`config.mk`:
```
export PLATFORM = sky130hd
export DESIGN_NAME = video_fetch_sched
export DESIGN_NICKNAME = d
export VERILOG_FILES = /design/src/rtl/video_pkg.sv /design/src/rtl/video_fetch_sched.sv
export SDC_FILE = /design/constraint.sdc
export NUM_CORES = 1
export LEC_CHECK = 0
export CORE_UTILIZATION = 44
export CTS_CLUSTER_SIZE = 14
export DETAILED_ROUTE_END_ITERATION = 16
export PLACE_DENSITY = 0.81
export SLEW_MARGIN = 15
export SYNTH_ARGS = -nofsm -noshare
export SYNTH_HDL_FRONTEND = slang
export SYNTH_SLANG_ARGS = --single-unit
```
`constraint.sdc`:
```
create_clock -name I_clock -period 1.92 [get_ports I_clock]
set_input_delay 0.384 -clock I_clock [delete_from_list [all_inputs] [get_ports I_clock]]
set_output_delay 0.384 -clock I_clock [all_outputs]
set_load 0.005 [all_outputs]
```
`src/rtl/video_pkg.sv`:
```
// video_pkg: shared state encoding, address composition and attribute select for the video fetch scheduler.
package video_pkg;
  typedef enum logic [3:0] {IDLE, NT_A, NT_D, AT_A, AT_D, PL_A, PL_D, PH_A, PH_D, HA, HD} fetch_state_t;
  localparam logic [13:0] NT_BASE = 14'h2000;
  localparam logic [9:0] AT_OFFSET = 10'h3C0;
  function automatic logic [13:0] nt_addr(input logic [13:0] base, input logic [1:0] nt,
                                          input logic [4:0] ty, input logic [4:0] tx);
    return base | {2'b0, nt, 10'b0} | {4'b0, ty, 5'b0} | {9'b0, tx};
  endfunction
  function automatic logic [13:0] at_addr(input logic [13:0] base, input logic [9:0] off,
                                          input logic [1:0] nt, input logic [4:0] ty, input logic [4:0] tx);
    return base | {2'b0, nt, 10'b0} | {4'b0, off} | {8'b0, ty[4:2], 3'b0} | {11'b0, tx[4:2]};
  endfunction
  function automatic logic [13:0] pt_addr(input logic pt, input logic [7:0] idx,
                                          input logic hi, input logic [2:0] fy);
    return {1'b0, pt, idx, hi, fy};
  endfunction
  function automatic logic [1:0] attr_select(input logic [7:0] b, input logic y1, input logic x1);
    logic [7:0] s;
    s = b >> {y1, x1, 1'b0};
    return s[1:0];
  endfunction
endpackage

```
`src/rtl/video_fetch_sched.sv`:
```
// video_fetch_sched: shares the cart bus between the 8-dot background tile fetch and host accesses.
module video_fetch_sched import video_pkg::*; #(
  parameter logic [13:0] G_nt_base = NT_BASE,
  parameter logic [9:0] G_at_offset = AT_OFFSET
) (
  input  logic        I_clock,
  input  logic        I_reset,
  input  logic        I_dot_ce,
  input  logic        I_fetch_en,
  input  logic        I_line_start,
  input  logic [4:0]  I_scroll_tx,
  input  logic [4:0]  I_tile_y,
  input  logic [2:0]  I_fine_y,
  input  logic [1:0]  I_nt_sel,
  input  logic        I_pt_sel,
  input  logic        I_host_req,
  input  logic [13:0] I_host_addr,
  input  logic        I_host_wren,
  input  logic [7:0]  I_host_data,
  output logic        O_host_ack,
  output logic [7:0]  O_host_rdata,
  output logic [13:0] O_cart_addr,
  output logic        O_cart_wren,
  output logic [7:0]  O_cart_data,
  input  logic [7:0]  I_cart_data,
  output logic [7:0]  O_tile_index,
  output logic [1:0]  O_tile_attr,
  output logic [7:0]  O_pat_lo,
  output logic [7:0]  O_pat_hi,
  output logic        O_tile_valid
);
  fetch_state_t r_state, w_next, w_pick;
  logic [4:0] r_tile_x;
  logic [1:0] r_nt, r_attr, r_tile_attr;
  logic [7:0] r_idx, r_lo, r_tile_index, r_pat_lo, r_pat_hi, r_host_rdata, r_host_data;
  logic [13:0] r_host_addr, w_addr;
  logic r_host_wren, r_tile_valid, r_host_ack, w_host;
  assign w_pick = I_fetch_en ? NT_A : I_host_req ? HA : IDLE;
  always_comb begin
    w_next = IDLE;
    case (r_state)
      IDLE, PH_D: w_next = w_pick;
      NT_A: w_next = NT_D;
      NT_D: w_next = AT_A;
      AT_A: w_next = AT_D;
      AT_D: w_next = PL_A;
      PL_A: w_next = PL_D;
      PL_D: w_next = PH_A;
      PH_A: w_next = PH_D;
      HA:   w_next = HD;
      default: w_next = IDLE;
    endcase
  end
  always_comb begin
    w_addr = 14'h0;
    case (r_state)
      NT_A, NT_D: w_addr = nt_addr(G_nt_base, r_nt, I_tile_y, r_tile_x);
      AT_A, AT_D: w_addr = at_addr(G_nt_base, G_at_offset, r_nt, I_tile_y, r_tile_x);
      PL_A, PL_D: w_addr = pt_addr(I_pt_sel, r_idx, 1'b0, I_fine_y);
      PH_A, PH_D: w_addr = pt_addr(I_pt_sel, r_idx, 1'b1, I_fine_y);
      HA, HD:     w_addr = r_host_addr;
      default:    w_addr = 14'h0;
    endcase
  end
  assign w_host = (r_state == HA) || (r_state == HD);
  assign O_cart_addr = w_addr;
  assign O_cart_wren = w_host & r_host_wren;
  assign O_cart_data = w_host ? r_host_data : 8'h0;
  always_ff @(posedge I_clock) begin
    if (I_reset) begin
      r_state <= IDLE;
      r_tile_x <= 5'd0;
      r_nt <= 2'd0;
      r_idx <= 8'h0;
      r_attr <= 2'd0;
      r_lo <= 8'h0;
      r_tile_index <= 8'h0;
      r_tile_attr <= 2'd0;
      r_pat_lo <= 8'h0;
      r_pat_hi <= 8'h0;
      r_tile_valid <= 1'b0;
      r_host_addr <= 14'h0;
      r_host_data <= 8'h0;
      r_host_wren <= 1'b0;
      r_host_rdata <= 8'h0;
      r_host_ack <= 1'b0;
    end else begin
      r_tile_valid <= 1'b0;
      r_host_ack <= 1'b0;
      if (I_dot_ce) begin
        r_state <= w_next;
        if (w_next == HA) begin
          r_host_addr <= I_host_addr;
          r_host_data <= I_host_data;
          r_host_wren <= I_host_wren;
        end
        if (r_state == NT_D) r_idx <= I_cart_data;
        if (r_state == AT_D) r_attr <= attr_select(I_cart_data, I_tile_y[1], r_tile_x[1]);
        if (r_state == PL_D) r_lo <= I_cart_data;
        // publish the whole tile at once so consumers never see a mix of old and new planes
        if (r_state == PH_D) begin
          r_tile_index <= r_idx;
          r_tile_attr <= r_attr;
          r_pat_lo <= r_lo;
          r_pat_hi <= I_cart_data;
          r_tile_valid <= 1'b1;
        end
        if (r_state == HD) begin
          r_host_rdata <= I_cart_data;
          r_host_ack <= 1'b1;
        end
        if (I_line_start) begin
          r_tile_x <= I_scroll_tx;
          r_nt <= I_nt_sel;
        end else if (r_state == PH_D) begin
          r_tile_x <= r_tile_x + 5'd1;
          if (&r_tile_x) r_nt[0] <= ~r_nt[0];
        end
      end
    end
  end
  assign O_tile_index = r_tile_index;
  assign O_tile_attr = r_tile_attr;
  assign O_pat_lo = r_pat_lo;
  assign O_pat_hi = r_pat_hi;
  assign O_tile_valid = r_tile_valid;
  assign O_host_rdata = r_host_rdata;
  assign O_host_ack = r_host_ack;
endmodule

```
### After elaboration in Yosys (flattened, before gate mapping)

Index checks and enable logic that the tools add are counted.

* input port bits: 53
* flip-flop bits (word level): 88

* add/sub/neg operators: 1
* equality and inequality tests: 11
* reductions and logical operators: 21
* bitwise operators: 7
* muxes and demuxes: 12
* shifts and indexed selects: 1

Operator list (count)
* 14-bit case mux with 5 select lines: 1
* 4-bit case mux with 9 select lines: 1
* 4-bit by 3-bit == test with 1-bit output (second input constant): 4
* 4-bit == test (second input constant): 4
* 2-bit AND reduction: 8
* 14-bit by 10-bit OR with 14-bit output: 1
* 14-bit by 3-bit OR with 14-bit output: 1
* 14-bit by 5-bit OR with 14-bit output: 1
* 14-bit by 6-bit OR with 14-bit output: 1
* 2-bit OR reduction: 7
* 5-bit 2-to-1 mux: 2
* 4-bit by 2-bit == test with 1-bit output (second input constant): 2
* 4-bit 2-to-1 mux: 2
* 8-bit 2-to-1 mux: 1
* 8-bit by 3-bit >> shifter with 2-bit output: 1
* 5-bit by 1-bit adder with 5-bit output (second input constant): 1
* 1-bit 2-to-1 mux: 5
* 5-bit AND reduction: 1
* 4-bit by 1-bit == test with 1-bit output (second input constant): 1
* 4-bit logical NOT: 1
* 2-bit nonzero test: 2
* 3-bit AND reduction: 1
* 1-bit inverter: 2
* 1-bit AND: 1
* 1-bit logical OR: 1

### Depth between registers and ports, before layout

Gate-level depths: netlist of the first run.

* word-level depth: 5
* gate-level depth with buffers: 7
* gate-level depth less buffers: 5

### Worst setup path after synthesis of the first run

OpenSTA, ideal clock, no wires.

* path type: reg2out
* start point: reg r_state[0]
* end point: out O_cart_addr[10]
* arrival: 1.576 ns
* required time: 1.536 ns
* path slack: -0.040 ns
* cell stages (with the launch flop): 6
* path buffers: 1
* path through: dfxtp_1 buf_2 nor2_1 mux2_2 a22o_1 a21o_1

* cells in the longest elaborated chain, start to end: 3

Ends and longest elaborated chain
* start, declared: RTL line video_fetch_sched.sv:32 `fetch_state_t r_state, w_next, w_pick;`
* start signal, assigned: RTL line video_fetch_sched.sv:91 `r_state <= w_next;`
* 4-bit == test (tied with other cells): RTL line video_fetch_sched.sv:56 `case (r_state)`
* 2-bit OR reduction: RTL line video_fetch_sched.sv:56
* 14-bit case mux with 5 select lines *: RTL line video_fetch_sched.sv:56
* end, declared: RTL line video_fetch_sched.sv:22 `output logic [13:0] O_cart_addr,`

Every way passes the cells marked *; elsewhere a longest branch is shown, timed or not.

### Final worst setup path of the first run

* start point: reg r_state[0]
* end point: reg r_host_addr[4]

* cells in the longest elaborated chain, start to end: 5

Ends and longest elaborated chain
* 4-bit == test / 4-bit logical NOT (equally long branches): RTL line video_fetch_sched.sv:41 `case (r_state)`
* 2-bit OR reduction: RTL line video_fetch_sched.sv:41
* 4-bit case mux with 9 select lines *: RTL line video_fetch_sched.sv:41
* 4-bit == test *: RTL line video_fetch_sched.sv:92 `if (w_next == HA) begin`
* 2-bit AND reduction (no source line) *
* end signal, assigned: RTL line video_fetch_sched.sv:93 `r_host_addr <= I_host_addr;`
* end, declared: RTL line video_fetch_sched.sv:36 `logic [13:0] r_host_addr, w_addr;`

Marked as above.
A chain may end at the register's enable or synchronous reset.

==> results.cfg, run 1 <==
[critical_path]
critPathKind = reg -> reg
crit_fanout = 6
worstReg2RegStart = r_state[0]
cp_data_required_time_ps = 2190
cp_cell_sequence = buf_6, buf_6, buf_6, or3b_1, a211o_1, nor4_4, buf_4, buf_12, mux2i_1
slowest_delay_ps = 390
critPathLaunchType = flip-flop
crit_arrival_ps = 2600
crit_top_cell = buf_6
worst_r2r_path_depth = 9
crit_slowest_cell = dfxtp_4
endpoint_kind = flip-flop
timing.rr.end = r_host_addr[4]
rrSetupSlack_ps = -400

[timing]
worst_slack_ps = -402.4
post-route-period-util = 1.210
min_period_ps = 2322
relSlewSlack = 0.6087
setup_violations = 46
drv_slew = 0
timing_hold_violations_final = 0
skew_ps = 8.685
rsz0062_at_grt = yes
tightest_slew_ps = 587.0
max_clock_freq_ghz = 0.4306

[placement]
hpwl_mm = 8.755
portBuffers = 111
placed_area_sq_um = 5727
place_congestion = 0.8316

[die]
core_region_area_sq_um = 9196
dieHeight_um = 99.08
die_area_sq_um = 9816
start_util = 0.4509
io_pins = 112
die_x_um = 99.08
rows = 35

[synth]
synth_warnings = 0
ys_ff_latch = 88
syn-num-nets = 535
avgSynthCellArea_sq_um = 8.638
yosys.cell_count.top_type = dfxtp_1
synth_edf_count = 0
synthTopCellsByArea = dfxtp_1 (42%), mux2i_1 (13%), nand2b_1 (7.2%), nand2_1 (6.2%), a21oi_1 (4.9%)
yosysTopAreaCellShare = 0.4249
yosys-top-cells-count = dfxtp_1 (88), nand2_1 (68), mux2i_1 (54)
ys_seq_area_frac = 0.4249
syn_area_sq_um = 4146
synth_flop_cell = dfxtp_1
ys_types = 47
syn-instance-count = 480
yosys.area.top_type = dfxtp_1
synth_async_sr_flop_share = 0

[power_and_ir_drop]
leakage_nw = 2.645
peakVddDrop_v = 0.0005141
p_per_area_nw_per_um2 = 689.2

[clock_tree]
cts-buffers-inserted = 9
cts.clk_slew.worst_paths_ps = 90
cts_tree = done
cts_hold_buf = 0
cts_htree_levels = 3
clk_latency_ps = 360
clock-root-buffer = clkbuf_8
cts.path.max_buffers = 2
cts_sinks = 88

[drt]
vias = 4135
vias_per_cell = 5.370
antenna_left = 0
post_drt_wl_per_cell_um = 16.65
drtIter0Drc = 199
drcViolationCount = 0
dr.pass1.iters = 5
routed_wl_mm = 12.82

[min_path]
whs_endpoint = O_tile_attr[0]
hold_path_depth = 2
hold_path.startpoint = r_attr[0]
hold_path_class = reg -> reg

[grt]
antenna_found_initial = 1
grt_use_total = 0.2596
grt_pass1_wl_mm = 19.97
grt_max_degree = 50
first_global_vias = 4098
overflow = 0

[status]
violations = negative setup slack
status = finished, violations left

[cells_and_area]
fin_util = 0.6861
drive_gt1_frac = 0.2462
fillCellCount = 694
design_area_sq_um = 6310
fin_nets = 709
syn_to_final_growth_pct = 52.17

[flow_run]
drv_cap = 0
[registers in the layout, summed over array words and instances (netlist names)]
register      cells
r_host_addr      14
r_host_data       8
r_nt              2
r_host_wren       1
r_lo              8
O_tile_index      8
r_idx             8
O_pat_hi          8
r_state           4
r_tile_x          5
O_tile_valid      1
O_host_rdata      8
O_host_ack        1
O_pat_lo          8
O_tile_attr       2
r_attr            2
[power breakdown]
group / internal [mW] / leakage, nW / switching, mW
sequential: 1.87 / 0.713 / 0.0450
clock: 0.869 / 0.117 / 0.692
combinational: 0.475 / 1.81 / 0.397
total: 3.21 / 2.64 / 1.13
[worst max-delay path, delay by kind of cell, from the launching register on]
family                 cells  cell delay (ps)
AOI/OAI and AO/OA          1              340
and+or+nand+nor            2              620
muxes                      1              210
DFF                        1              390
buffers and inverters      5              670
[cell usage in the layout (no fill, tap or decap), drive strengths merged, types with 2 or more instances in the layout]
master / netlist / final
inv: 3 / 4
clkdlybuf4s15: 0 / 3
clkbuf: 29 / 14
ha: 2 / 2
a22oi: 6 / 6
a21o: 4 / 4
mux4: 2 / 2
nand2: 68 / 68
a21oi: 41 / 41
dfxtp: 88 / 88
o21ai: 21 / 21
and3: 10 / 10
buf: 6 / 103
o21a: 2 / 2
a22o: 6 / 6
nor2: 37 / 37
or3b: 2 / 2
bufinv: 0 / 3
mux2i: 54 / 54
and2: 2 / 2
a21boi: 4 / 4
a31oi: 3 / 3
nand2b: 48 / 48
nand3: 8 / 8
nor4b: 2 / 2
clkdlybuf4s50: 0 / 87
o211ai: 5 / 5
a211oi: 2 / 2
and4b: 2 / 2
or3: 2 / 2
o2bb2ai: 2 / 2
nor2b: 4 / 4
[final cells by class]
| cell class | count | area [sq um] | area share |
|---|---|---|---|
| multi-input combinational | 354 | 2360 | 0.3740 |
| timing repair buffer | 198 | 1785 | 0.2830 |
| clock inverter | 6 | 117.6 | 0.01864 |
| inverter | 3 | 11.26 | 0.001785 |
| clock buffer | 9 | 123.9 | 0.01963 |
| antenna | 1 | 2.502 | 0.0003966 |
| sequential | 88 | 1770 | 0.2806 |
| tap | 111 | 138.9 | 0.02201 |
[how the worst max path moves through the flow]
| stage | cells after the start | start | to |
|---|---|---|---|
| after floorplan | 6 | I_dot_ce | r_host_addr[0] |
| after global placement | 5 | r_state[0] | O_cart_addr[11] |
| after detailed placement | 6 | I_host_req | r_host_addr[1] |
| after CTS | 9 | r_state[0] | r_host_data[2] |
| after global routing | 9 | r_state[0] | r_host_addr[4] |
| final | 9 | r_state[0] | r_host_addr[4] |
[cell families (layout without fill, tap and decap cells)]
kind of cell,Yosys count,count (layout),synth area share
simple gates,190,190,0.2299
compound gates,104,104,0.1542
flops,88,88,0.4249
mux,57,57,0.1439
buf+inv,38,216,0.03892
fa+ha+maj,2,2,0.006034
xor+xnor,1,1,0.002113
other cells,0,1,0
[per-layer routing]
layer	up-vias	global-route usage	routed length, um
li1	2003	-	-
met1	1979	0.3223	5594
met2	128	0.4524	6312
met3	25	0.05106	561
met4	0	0.08371	348
met5	-	0	0
[what timing repair did]
item	in CTS	in global routing
setup buffers	21	5
resized for setup	125	20
setup endpoints to repair	46	73
pin swaps	14	5
gates cloned	2	1
[stage by stage]
step	worst slack (ps)	total power [mW]	instances	setup TNS [ps]	hold WS (ps)
detailed placement	-460.7	2.695	728	-17390	448.5
CTS	-350.1	4.314	766	-12410	456.9
global placement	-399.2	2.681	728	-16330	440.0
global route	-470.0	4.502	770	-15900	475.2
floorplan	13.36	2.288	480	0	431.5
finish	-402.4	4.349	770	-13080	455.3
No activity file was read; power rests on OpenSTA's default activity.
==> run 2: changes to the inputs <==
- CTS_BUF_LIST: not set -> sky130_fd_sc_hd__clkbuf_16
- CTS_CLUSTER_SIZE: 14 -> 8
==> run 2 against run 1 <==
  * The run still ends with negative setup slack left
  * Clock skew decreased by 3.5 ps
  * First-iteration DRC count increased by 16%
  * Fmax increased by 1.1%
  * Worst hold slack got worse by 2.7 ps
  * Cell count increased by 0.52%
  * Largest power group is now clock
  * Utilization increased by 2.6 points
  * Via count increased by 3.0%
  * Sequential power about the same
  * Total power increased by 12%
  * Count of clock-buffer cells in the layout unchanged
  * Combinational power increased by 9.7%
  * Non-clock buffer count increased by 5
==> results.cfg, run 2 (synthesized netlist as in run 1, its figures left out) <==
[cells_and_area]
syn_to_final_growth_pct = 58.00
final_cell_mix = clkdlybuf4s50_1 (87), dfxtp_1 (85), buf_4 (65), nand2_1 (63), mux2i_1 (54)
final_common_cell = clkdlybuf4s50_1
multiInputGateArea_sq_um = 2385
final_cells = 774
drive_gt1_frac = 0.2579
register_area_sq_um = 1770
top_register = r_host_addr
fillCellCount = 640
design_area_sq_um = 6551
fin_nets = 714
diodes = 0
largest_reg_flops = 14

[timing]
post-route-period-util = 1.196
timing_hold_violations_final = 0
worst_slack_ps = -376.9
skew_ps = 5.181
drv_slew = 0
tightest_slew_ps = 612.9
relSlewSlack = 0.5914
min_period_ps = 2297
rsz0062_at_grt = yes
setup_violations = 46
hold_slack_ps = 452.6
max_clock_freq_ghz = 0.4354

[critical_path]
cp_data_required_time_ps = 1540
critPathKind = reg -> out
cp_top_family = buffers and inverters
crit_fanout = 5
slowest_delay_ps = 390
crit_top_cell = buf_6
crit_arrival_ps = 1910
cp_cell_sequence = buf_6, or3b_4, buf_6, a21oi_4, buf_6, buf_6, a21o_1, buf_2
crit_slowest_cell = or3b_4
critPathLaunchType = flip-flop
crit_buf_inv = 5
endpoint_kind = primary output

[grt]
met3_usage = 0.04326
grt_pass1_wl_mm = 21.14
first_global_vias = 4168
met1_usage = 0.3481
overflow = 0
antenna_found_initial = 0
grt_max_degree = 50
grt.busiest_layer = met2
use_met2 = 0.4814
grt_use_total = 0.2751

[placement]
placed_area_sq_um = 5727
hpwl_mm = 8.755
place_ws_ps = -460.7
post-place-cells = 728
place_congestion = 0.8316
portBuffers = 111

[drt]
routed_wl_mm = 13.62
drtIter0Drc = 231
vias_per_cell = 5.504
post_drt_wl_per_cell_um = 17.60
vias = 4260
dr.pass1.iters = 5
antenna_left = 0
drcViolationCount = 0

[die]
core_region_area_sq_um = 9196
dieHeight_um = 99.08
die_x_um = 99.08
start_util = 0.4509
io_pins = 112
rows = 35
die_area_sq_um = 9816

[clock_tree]
cts.clk_slew.worst_paths_ps = 70
cts-buffers-inserted = 9
clock-root-buffer = clkbuf_16
cts_tree = done
cts.path.max_buffers = 2
clk_latency_ps = 330
cts_htree_levels = 3
cts_sinks = 88

[power_and_ir_drop]
leakage_nw = 2.729
peakVddDrop_v = 0.0005897
p_per_area_nw_per_um2 = 746.1
p_total_mw = 4.888

[status]
status = finished, violations left
violations = negative setup slack

[flow_run]
drv_cap = 0

[min_path]
hold_path_class = reg -> reg
==> run 2: path summary, 6_finish.rpt <==
| path | cells past startpoint | to | startpoint | slack (ps) |
|---|---|---|---|---|
| max | 8 | O_cart_addr[10] | r_state[0] | -380 |
| min | 2 | O_tile_attr[0] | r_attr[0] | 450 |
| min reg2reg | 2 | O_tile_attr[0] | r_attr[0] | 450 |
| max reg2reg | 9 | r_host_addr[1] | r_state[0] | -200 |
==> run 2: final cells by class <==
| class | count | area share |
|---|---|---|
| Multi-Input combinational cell | 354 | 0.3640 |
| Timing Repair Buffer | 203 | 0.2905 |
| Sequential cell | 88 | 0.2702 |
| Clock buffer | 9 | 0.03438 |
| Tap cell | 111 | 0.02120 |
| Clock inverter | 6 | 0.01795 |
| Inverter | 3 | 0.001719 |
==> run 2: per-stage QoR <==
| stage | TNS [ps] | util |
|---|---|---|
| floorplan | 0 | - |
| global placement | -16330 | 0.6227 |
| detailed placement | -17390 | 0.6227 |
| CTS | -10900 | 0.6989 |
| global route | -11550 | 0.7124 |
| finish | -8527 | 0.7124 |
==> run 2: power breakdown <==
| group | switching, mW | internal [mW] |
|---|---|---|
| Sequential | 0.0432 | 1.87 |
| Combinational | 0.433 | 0.525 |
| Clock | 0.739 | 1.28 |
| Total | 1.22 | 3.67 |
==> run 2: repair_timing <==
action / in CTS / in global routing
endpoints found under the setup margin: 46 / 62
hold buffers: 0 / 0
setup buffers: 24 / 5
pin swaps: 26 / 7
resized for setup: 150 / 20
gates cloned: 3 / 1
==> run 2: per-layer routing <==
| layer | share of wire | vias to the layer above |
|---|---|---|
| li1 | - | 2014 |
| met1 | 0.42 | 2058 |
| met2 | 0.51 | 169 |
| met3 | 0.055 | 19 |
| met4 | 0.018 | 0 |
| met5 | 0 | - |
==> run 2: worst register-to-register path: stages (launching register included) <==
cell and delay [ps]:
dfxtp_4 350, buf_6 110, buf_6 100, buf_6 100, or3b_1 340, a211o_1 310, nor4_4 190, buf_4 200
buf_16 140, mux2i_1 200
==> run 3: changes to the inputs <==
- CORE_UTILIZATION: 44 -> 50
- DONT_BUFFER_PORTS: not set -> 1
- PLACE_DENSITY: 0.81 -> 0.72
==> run 3 against run 2 <==
  * The flow still finishes with violations (negative setup slack)
  * Sequential power hardly changed
  * Critical path depth is 4 lower
  * Final area is 25% lower
  * Flip-flop and latch count stayed put
  * Routed wire length is 19% lower
  * Die area is 12% lower
  * Cell count is 22% lower
  * First-iteration DRC count is 11% higher
  * Critical endpoint is now O_cart_addr[2]
  * Largest cell class unchanged
  * Highest routed layer unchanged
==> results.cfg, run 3 (synthesized netlist as in run 1, its figures left out) <==
[placement]
portBuffers = 0
place_congestion = 0.8340
place_ws_ps = -61.00
hpwl_mm = 7.302

[timing]
post-route-period-util = 1.027
worst_slack_ps = -51.81
rsz0062_at_grt = yes
tightest_slew_ps = 509.5
skew_ps = 14.45
setup_violations = 14
min_period_ps = 1972
timing_hold_violations_final = 0
max_clock_freq_ghz = 0.5071
relSlewSlack = 0.6594
drv_slew = 0

[critical_path]
crit_buf_inv = 0
cp_top_family = simple AND/OR/NAND/NOR gates
crit_arrival_ps = 1590
cp_data_required_time_ps = 1540
critPathKind = reg -> out
crit_fanout = 6
rrSetupSlack_ps = 20
timing.rr.end = r_host_addr[3]
worst_r2r_path_depth = 7
worstReg2RegStart = r_state[0]
endpoint_kind = primary output
crit_slowest_cell = or3b_4
critPathLaunchType = flip-flop
slowest_delay_ps = 440
cp.depth = 4
cp_cell_sequence = or3b_4, a21oi_4, a22oi_1, o21ai_1

[clock_tree]
cts_htree_levels = 3
cts_sinks = 88
cts.path.max_buffers = 2
cts.clk_slew.worst_paths_ps = 80
cts_tree = done
clock-root-buffer = clkbuf_16
clk_latency_ps = 350
cts_hold_buf = 0
cts-buffers-inserted = 9

[grt]
grt_max_degree = 112
grt_use_total = 0.2520
grt_pass1_wl_mm = 16.75
antenna_found_initial = 0
first_global_vias = 3234
overflow = 0

[die]
die_x_um = 93.07
dieHeight_um = 93.07
start_util = 0.5257
io_pins = 112
core_region_area_sq_um = 7888
die_area_sq_um = 8661
rows = 32

[power_and_ir_drop]
leakage_nw = 1.974
sw_frac_of_total = 0.2736
power.share.clock = 0.416
p_per_area_nw_per_um2 = 858.7
combPwrFrac = 0.129
switchingPower_mw = 1.154
p_int_mw = 3.062
pwr-share-seq = 0.455
p_total_mw = 4.216
peakVddDrop_v = 0.0005158

[cells_and_area]
largest_reg_flops = 14
final_cell_mix = dfxtp_1 (84), nand2_1 (67), mux2i_1 (54), nand2b_1 (48), a21oi_1 (39)
fin_util = 0.6225
diodes = 0
drive_gt1_frac = 0.1506
fillCellCount = 653
multiInputGateArea_sq_um = 2306
syn_to_final_growth_pct = 18.41
top_register = r_host_addr
final_common_cell = dfxtp_1
register_area_sq_um = 1774
fin_nets = 548

[status]
violations = negative setup slack
status = finished, violations left

[min_path]
hold_path_depth = 1
whs_endpoint = r_tile_x[3]
hold_path_class = in -> reg
hold_path.startpoint = I_reset

[drt]
post_drt_wl_per_cell_um = 18.45
dr.pass1.iters = 5
routed_wl_mm = 11.07
drtIter0Drc = 257
vias = 3534
drcViolationCount = 0
antenna_left = 0
vias_per_cell = 5.890

[flow_run]
drv_cap = 0
==> run 3: cell count changes in the layout (fill, tap and decap cells not counted), sizes merged, moves of 2 or more <==
cell           delta
bufinv            -3
clkdlybuf4s50    -87
clkinv            +2
buf              -80
==> run 3: worst register-to-register path: stages, from the launching register on <==
cell	delay, ps
dfxtp_4	380
or3b_1	380
a211o_1	320
nor4_4	230
buf_6	190
buf_6	110
buf_6	90
mux2i_1	170
==> run 3: final cells by class <==
type / count / share of cell area
Clock buffer: 9 / 0.04587
Sequential cell: 88 / 0.3614
Tap cell: 102 / 0.02599
Timing Repair Buffer: 37 / 0.07875
Multi-Input combinational cell: 354 / 0.4697
Inverter: 3 / 0.003058
Clock inverter: 7 / 0.01529
==> run 3: worst max-delay path by stage <==
stage,from,end,slack (ps)
floorplan,I_dot_ce,r_host_addr[0],10
global placement,r_state[0],r_host_data[6],50
detailed placement,r_state[0],r_host_addr[2],-60
CTS,r_state[2],O_cart_addr[10],-50
global route,r_state[2],O_cart_addr[2],-120
finish,r_state[0],O_cart_addr[2],-50
==> run 3: stage by stage <==
stage | TNS [ps] | instances | hold WS (ps) | instance area (sq um)
floorplan | 0 | 480 | 431.5 | 4150
global placement | 0 | 570 | 433.7 | 4324
detailed placement | -228.7 | 570 | 440.0 | 4324
CTS | -305.6 | 591 | 103.1 | 4765
global route | -1270 | 600 | 101.4 | 4910
finish | -341.5 | 600 | 120.1 | 4910
==> run 3: timing repair <==
action                                  CTS  global route
cloned                                    0             3
resized for setup                        31            14
pin swaps                                 4            10
buffers inserted                          5             6
endpoints found under the setup margin   35            35
==> run 3: metal layers <==
| layer | global-route usage | vias up | routed length, um |
|---|---|---|---|
| li1 | - | 1694 | - |
| met2 | 0.3787 | 143 | 5194 |
| met4 | 0.1244 | 0 | 251 |
| met1 | 0.3364 | 1675 | 4785 |
| met3 | 0.06179 | 22 | 838 |
| met5 | 0 | - | 0 |
==> run 3: power groups by stage <==
stage | Sequential [mW] | Clock (mW) | Combinational (mW)
after CTS | 1.92 | 1.77 | 0.493
after floorplan | 1.94 | 0 | 0.348
after global placement | 1.96 | 0 | 0.432
after detailed placement | 1.96 | 0 | 0.441
after global routing | 1.93 | 1.85 | 0.589
final | 1.92 | 1.75 | 0.544
